### config.mk
export PLATFORM = sky130hd
export DESIGN_NAME = stream_merge_rr
export DESIGN_NICKNAME = d
export VERILOG_FILES = /design/src/rtl/stream_merge_pkg.sv /design/src/rtl/stream_fifo.sv /design/src/rtl/stream_merge_rr.sv
export SDC_FILE = /design/constraint.sdc
export NUM_CORES = 1
export LEC_CHECK = 0
export BUFFER_PORTS_ARGS = -buffer_cell sky130_fd_sc_hd__buf_4
export CAP_MARGIN = 40
export CELL_PAD_IN_SITES_DETAIL_PLACEMENT = 0
export CELL_PAD_IN_SITES_GLOBAL_PLACEMENT = 1
export CORE_MARGIN = 3
export CORE_UTILIZATION = 24
export DETAILED_ROUTE_END_ITERATION = 10
export GPL_ROUTABILITY_DRIVEN = 0
export PLACE_DENSITY = 0.47
export SETUP_SLACK_MARGIN = 0.2
export SYNTH_ARGS = -nofsm -noshare
export SYNTH_HDL_FRONTEND = slang
export SYNTH_SLANG_ARGS = --single-unit
### constraint.sdc
create_clock -name ap_clk -period 2.5 [get_ports ap_clk]
set_input_delay 0.75 -clock ap_clk [delete_from_list [all_inputs] [get_ports ap_clk]]
set_output_delay 0.75 -clock ap_clk [all_outputs]
set_load 0.005 [all_outputs]
### src/rtl/stream_merge_pkg.sv
// stream_merge_pkg: shared types and sizing helpers for the two-input round-robin stream merge
package stream_merge_pkg;
  localparam int DATA_W_DEF = 32;
  localparam int BURST_LEN_DEF = 4;
  typedef enum logic [1:0] {IDLE, SERVE1, SERVE2} arb_state_t;
  function automatic int cnt_w(input int burst_len);
    return $clog2(burst_len + 1);
  endfunction
  localparam int CNT_W_DEF = cnt_w(BURST_LEN_DEF);
  function automatic arb_state_t serve_st(input logic s);
    return s ? SERVE2 : SERVE1;
  endfunction
endpackage

### src/rtl/stream_fifo.sv
// stream_fifo: small power-of-two FIFO whose ready comes only from the registered fill count
module stream_fifo
  import stream_merge_pkg::*;
#(
  parameter int DATA_W = DATA_W_DEF,
  parameter int FIFO_DEPTH = 4
) (
  input  logic                        clk,
  input  logic                        rst,
  input  logic                        wr_valid_i,
  input  logic [DATA_W-1:0]           wr_data_i,
  output logic                        wr_ready_o,
  input  logic                        rd_en_i,
  output logic [DATA_W-1:0]           rd_data_o,
  output logic                        empty_o,
  output logic                        full_o,
  output logic [$clog2(FIFO_DEPTH):0] count_o
);
  localparam int AW = $clog2(FIFO_DEPTH);
  logic [DATA_W-1:0] mem_q [FIFO_DEPTH];
  logic [AW-1:0] wr_ptr_q, rd_ptr_q;
  logic [AW:0] count_q;
  logic wr, rd;
  assign full_o = count_q == (AW+1)'(FIFO_DEPTH);
  assign empty_o = count_q == '0;
  assign wr_ready_o = !full_o && !rst;
  assign wr = wr_valid_i && wr_ready_o;
  assign rd = rd_en_i && !empty_o;
  assign rd_data_o = mem_q[rd_ptr_q];
  assign count_o = count_q;
  always_ff @(posedge clk or posedge rst) begin
    if (rst) begin
      wr_ptr_q <= '0;
      rd_ptr_q <= '0;
      count_q <= '0;
    end else begin
      wr_ptr_q <= wr ? wr_ptr_q + AW'(1) : wr_ptr_q;
      rd_ptr_q <= rd ? rd_ptr_q + AW'(1) : rd_ptr_q;
      count_q <= count_q + (AW+1)'(wr) - (AW+1)'(rd);
    end
  end
  always_ff @(posedge clk) begin
    if (wr) mem_q[wr_ptr_q] <= wr_data_i;
  end
endmodule

### src/rtl/stream_merge_rr.sv
// stream_merge_rr: two buffered AXI4-Stream inputs merged by a burst-granular round-robin arbiter
module stream_merge_rr
  import stream_merge_pkg::*;
#(
  parameter int DATA_W = DATA_W_DEF,
  parameter int FIFO_DEPTH = 4,
  parameter int BURST_LEN = BURST_LEN_DEF
) (
  input  logic              ap_clk,
  input  logic              ap_rst,
  input  logic              ap_start,
  output logic              ap_done,
  output logic              ap_idle,
  output logic              ap_ready,
  input  logic [DATA_W-1:0] Input_1_V_TDATA,
  input  logic              Input_1_V_TVALID,
  output logic              Input_1_V_TREADY,
  input  logic [DATA_W-1:0] Input_2_V_TDATA,
  input  logic              Input_2_V_TVALID,
  output logic              Input_2_V_TREADY,
  output logic [DATA_W-1:0] Output_1_V_TDATA,
  output logic              Output_1_V_TVALID,
  input  logic              Output_1_V_TREADY
);
  localparam int AW = $clog2(FIFO_DEPTH);
  localparam int CW = cnt_w(BURST_LEN);
  logic [DATA_W-1:0] dout [2];
  logic [AW:0] fcnt [2];
  logic [1:0] empty_w, full_w, rdy_w, wr_w, rd_w, last_w;
  arb_state_t state_q, state_d;
  logic ptr_q, ptr_d;
  logic [CW-1:0] bcnt_q, bcnt_d, bcnt_inc;
  logic sel, load, rearb;
  logic out_valid_q, out_valid_d;
  logic [DATA_W-1:0] out_data_q, out_data_d;
  logic unused_ok;
  assign unused_ok = ap_start ^ (|full_w);
  assign ap_done = 1'b0;
  assign ap_ready = 1'b0;
  assign ap_idle = (&empty_w) && !out_valid_q;
  assign Input_1_V_TREADY = rdy_w[0];
  assign Input_2_V_TREADY = rdy_w[1];
  assign Output_1_V_TDATA = out_data_q;
  assign Output_1_V_TVALID = out_valid_q;
  assign wr_w = {Input_2_V_TVALID, Input_1_V_TVALID} & rdy_w;
  assign rd_w = {load && sel, load && !sel};
  assign last_w = {fcnt[1] == (AW+1)'(1) && !wr_w[1], fcnt[0] == (AW+1)'(1) && !wr_w[0]};
  stream_fifo #(.DATA_W(DATA_W), .FIFO_DEPTH(FIFO_DEPTH)) u_fifo1 (
    .clk(ap_clk), .rst(ap_rst),
    .wr_valid_i(Input_1_V_TVALID), .wr_data_i(Input_1_V_TDATA), .wr_ready_o(rdy_w[0]),
    .rd_en_i(rd_w[0]), .rd_data_o(dout[0]),
    .empty_o(empty_w[0]), .full_o(full_w[0]), .count_o(fcnt[0])
  );
  stream_fifo #(.DATA_W(DATA_W), .FIFO_DEPTH(FIFO_DEPTH)) u_fifo2 (
    .clk(ap_clk), .rst(ap_rst),
    .wr_valid_i(Input_2_V_TVALID), .wr_data_i(Input_2_V_TDATA), .wr_ready_o(rdy_w[1]),
    .rd_en_i(rd_w[1]), .rd_data_o(dout[1]),
    .empty_o(empty_w[1]), .full_o(full_w[1]), .count_o(fcnt[1])
  );
  // IDLE picks combinationally so the first word of a burst loads in the cycle it is selected
  always_comb begin
    sel = state_q == SERVE2 ? 1'b1 : state_q == SERVE1 ? 1'b0 :
          empty_w[0] ? 1'b1 : empty_w[1] ? 1'b0 : ptr_q;
    load = (!out_valid_q || Output_1_V_TREADY) && !empty_w[sel];
    bcnt_inc = bcnt_q + CW'(1);
    rearb = bcnt_inc == CW'(BURST_LEN) || last_w[sel];
    state_d = state_q;
    ptr_d = ptr_q;
    bcnt_d = bcnt_q;
    if (load) begin
      bcnt_d = rearb ? '0 : bcnt_inc;
      ptr_d = rearb ? !sel : ptr_q;
      state_d = !rearb ? serve_st(sel) : !empty_w[!sel] ? serve_st(!sel) :
                !last_w[sel] ? serve_st(sel) : IDLE;
    end
    out_valid_d = load || (out_valid_q && !Output_1_V_TREADY);
    out_data_d = load ? dout[sel] : out_data_q;
  end
  always_ff @(posedge ap_clk or posedge ap_rst) begin
    if (ap_rst) begin
      state_q <= IDLE;
      ptr_q <= 1'b0;
      bcnt_q <= '0;
      out_valid_q <= 1'b0;
      out_data_q <= '0;
    end else begin
      state_q <= state_d;
      ptr_q <= ptr_d;
      bcnt_q <= bcnt_d;
      out_valid_q <= out_valid_d;
      out_data_q <= out_data_d;
    end
  end
endmodule

==> reports/qor.txt <==
clock root buffer: clkbuf_16
vias per inst: 4.15
Slew Viols, Final: 0
Multi-input gate area: 2980 um^2
Yosys warnings: 0
Mapped Cells: 613
crit path max fanout: 3
pin count of the biggest net entering global routing: 58
Die H: 230 um
# setup viols final: 1
worst min path class: primary input to async pin
DP Wirelength: 19.5 mm
Reg area: 9020 um^2
clock period minus worst slack: 2530 ps
IO buf count: 104
Fin Clk Skew: 12.4 ps
Data required, critical path: 2920 ps
clock share of power: 28.0%
status: finished with violations
slew margin rel.: 58.2%
CTS tree: built
final instance area: 15700 um^2
Num Clock Sinks: 309
Crit Path Class: register to register
clk slew on worst S/H paths: 60 ps
crit share post-route: 101%
Post-synth EDFFs: 256
VDD IR max: 521 uV
sequential share of the synthesized area: 74.9%
leakage power: 5.60 nW
vias in the first global route: 6805
DR vias: 6191
pwr/cell area: 1190 nW/um^2
ys async rst share: 17.2%
Die Footprint: 52800 um^2
main flop type after synthesis: edfxtp_1
Max Root-Sink Buffers: 3
fill count: 4836
endpoint class of the critical path: register
Worst-Margin Slew: 627 ps
Avg Inst Size Synth: 19.6 um^2
fmax: 0.396 GHz
Reg power frac: 38.2%
share of cells above drive strength 1: 40.4%
Layout Cells excl Fill: 1491
DRC viols: 0
internal cell power: 13.0 mW
1st-pass router iterations: 4
final core utilization: 31.8%
post-synthesis register bit count: 309
RSZ-0062 raised after global routing: yes
Final Hold Viols: 0
H-tree level count: 2
final wirelength: 30.4 mm
Critical path buffers and inverters: 2
Die Wd: 230 um
clk_lat worst skew: 540 ps
drt wl/cell: 20.4 um
Comb power frac: 33.8%
area delta synth->final: 30.3%
dpl cells: 1400
Initial Utilization: 24.4%
mapped cell area: 12000 um^2
Cell variety after synth: 41
# nets final: 885
CP peak stage delay: 400 ps
WP data arrival: 2950 ps
core footprint: 49300 um^2
switching share of power: 30.3%
failing checks: setup timing
IO Pins: 108
Post-DRT Antenna Nets: 0
delay-heaviest family, CP: compound AO/OA/AOI/OAI gates
first-pass GRT wire length: 44.9 mm
cell row count: 81
number of inserted diodes: 0
worst setup path startpoint: u_fifo2.count_o[2]
CTS buffer count: 36
max-cap viol count: 0
total gr overflow: 0
Setup TNS Final: -26.5 ps
net switching power: 5.65 mW
final worst-path setup slack: -26.5 ps
reg2reg start: u_fifo2.count_o[2]
CP Launch Type: register
Crit-path slowest cell: dfrtp_1
critical-path cell list: o31a_1, o31a_2, nor2_4, ha_4, inv_2, ha_4, inv_2, fa_2, xnor2_2, xnor2_1
initial antenna violation count: 2
Total Routing Usage GR: 11.5%
Placed Area: 14100 um^2
pre-CTS setup slack: -51.9 ps
Iter 0 DRT Violations: 340
state kept, by name (all words and copies together) (netlist names), 3 cells and up:
signal / count
Output_1_V_TDATA: 32
bcnt_q: 3
u_fifo1.count_o: 3
u_fifo1.mem_q: 128
u_fifo2.count_o: 3
u_fifo2.mem_q: 128
power by group through the flow:
| stage | clock network, mW | registers [mW] | logic, mW |
|---|---|---|---|
| finish | 5.22 | 7.11 | 6.29 |
| global route | 5.62 | 7.23 | 6.93 |
| CTS | 5.41 | 7.15 | 5.71 |
| detailed placement | 0 | 7.24 | 5.53 |
| global placement | 0 | 7.21 | 5.54 |
| floorplan | 0 | 6.95 | 3.51 |
through the flow:
stage	total power [mW]	hold slack (ps)
2_1_floorplan	10.5	473
3_3_place_gp	12.7	469
3_5_place_dp	12.8	477
4_1_cts	18.3	240
5_1_grt	19.8	267
6_report	18.6	277
worst min-delay path, delay by kind of cell:
family / cells / cell delay [ps]
buffers and inverters: 3 / 430
layout by cell type, fill, tap and decap left out, drive strengths merged, types with 3 or more instances in the layout:
cell type	netlist	layout
edfxtp	256	256
buf	20	176
mux4	64	64
dfrtp	53	53
clkbuf	10	53
nand2	40	40
o21ai	38	38
mux2i	32	32
inv	14	16
ha	14	14
and3	10	10
xnor2	7	7
clkinv	0	7
nor2	6	6
a21oi	6	6
nor3	6	6
nand2b	5	5
nand3	4	4
xor2	3	3
bufinv	0	3
per-layer routing:
metal	up-vias	share of wire, %	global-route usage [%]
met2	124	48	18.9
met4	4	2.0	3.06
li1	2803	-	-
met3	53	5.6	3.38
met5	-	0.11	0
met1	3207	44	15.0
cell families (layout without fill, tap and decap cells):
group | after synthesis | count (layout) | share of synthesized area [%]
buf+inv | 44 | 257 | 1.74
other cells | 1 | 2 | 0.0312
fa+ha+maj | 17 | 17 | 1.87
xor+xnor | 10 | 10 | 0.728
flops | 309 | 309 | 74.9
simple gates | 78 | 78 | 3.09
compound gates | 58 | 58 | 2.94
mux | 96 | 96 | 14.6
repair_timing:
| action | 4_1_cts | 5_1_grt |
|---|---|---|
| gates resized for setup | 19 | 32 |
| hold buffers | 0 | 0 |
| cloned | 0 | 1 |
| pin swaps | 5 | 16 |
| setup endpoints to repair | 8 | 8 |
| setup buffers | 7 | 17 |
synth_stat cells, types with 3 or more instances:
master	number	area, um^2
a21oi_1	6	30.0
and3_1	10	62.6
buf_2	14	70.1
buf_4	5	37.5
clkbuf_1	10	37.5
dfrtp_1	53	1330
edfxtp_1	256	7690
ha_1	14	175
inv_1	14	52.6
mux2i_1	32	320
mux4_2	64	1440
nand2_1	40	150
nand2b_1	5	31.3
nand3_1	4	20.0
nor2_1	6	22.5
nor3_1	5	25.0
o21ai_0	37	185
xnor2_1	7	61.3
xor2_1	3	26.3
path summary, 6_finish.rpt:
path / to / slack [ps] / cells after the start
setup / recovery: u_fifo1.count_o[2] / -30 / 10
hold / removal: state_q[1] / 280 / 3
setup reg to reg: u_fifo1.count_o[2] / -30 / 10
hold reg to reg: Output_1_V_TDATA[16] / 480 / 2
max in group asynchronous: u_fifo2.rd_ptr_q[0] / 1670 / 4
min in group ap_clk: u_fifo1.mem_q[0][7] / 410 / 1
area by class of cell:
type / instances / area share [%]
flip-flops and latches: 309 / 57.6
multi-input cells: 261 / 19.0
repair buffers: 177 / 10.2
clock buffers: 52 / 6.39
well taps: 664 / 5.30
clock inverters: 14 / 1.17
inverters: 14 / 0.343
Note: power is estimated with default switching activity, not from simulation.
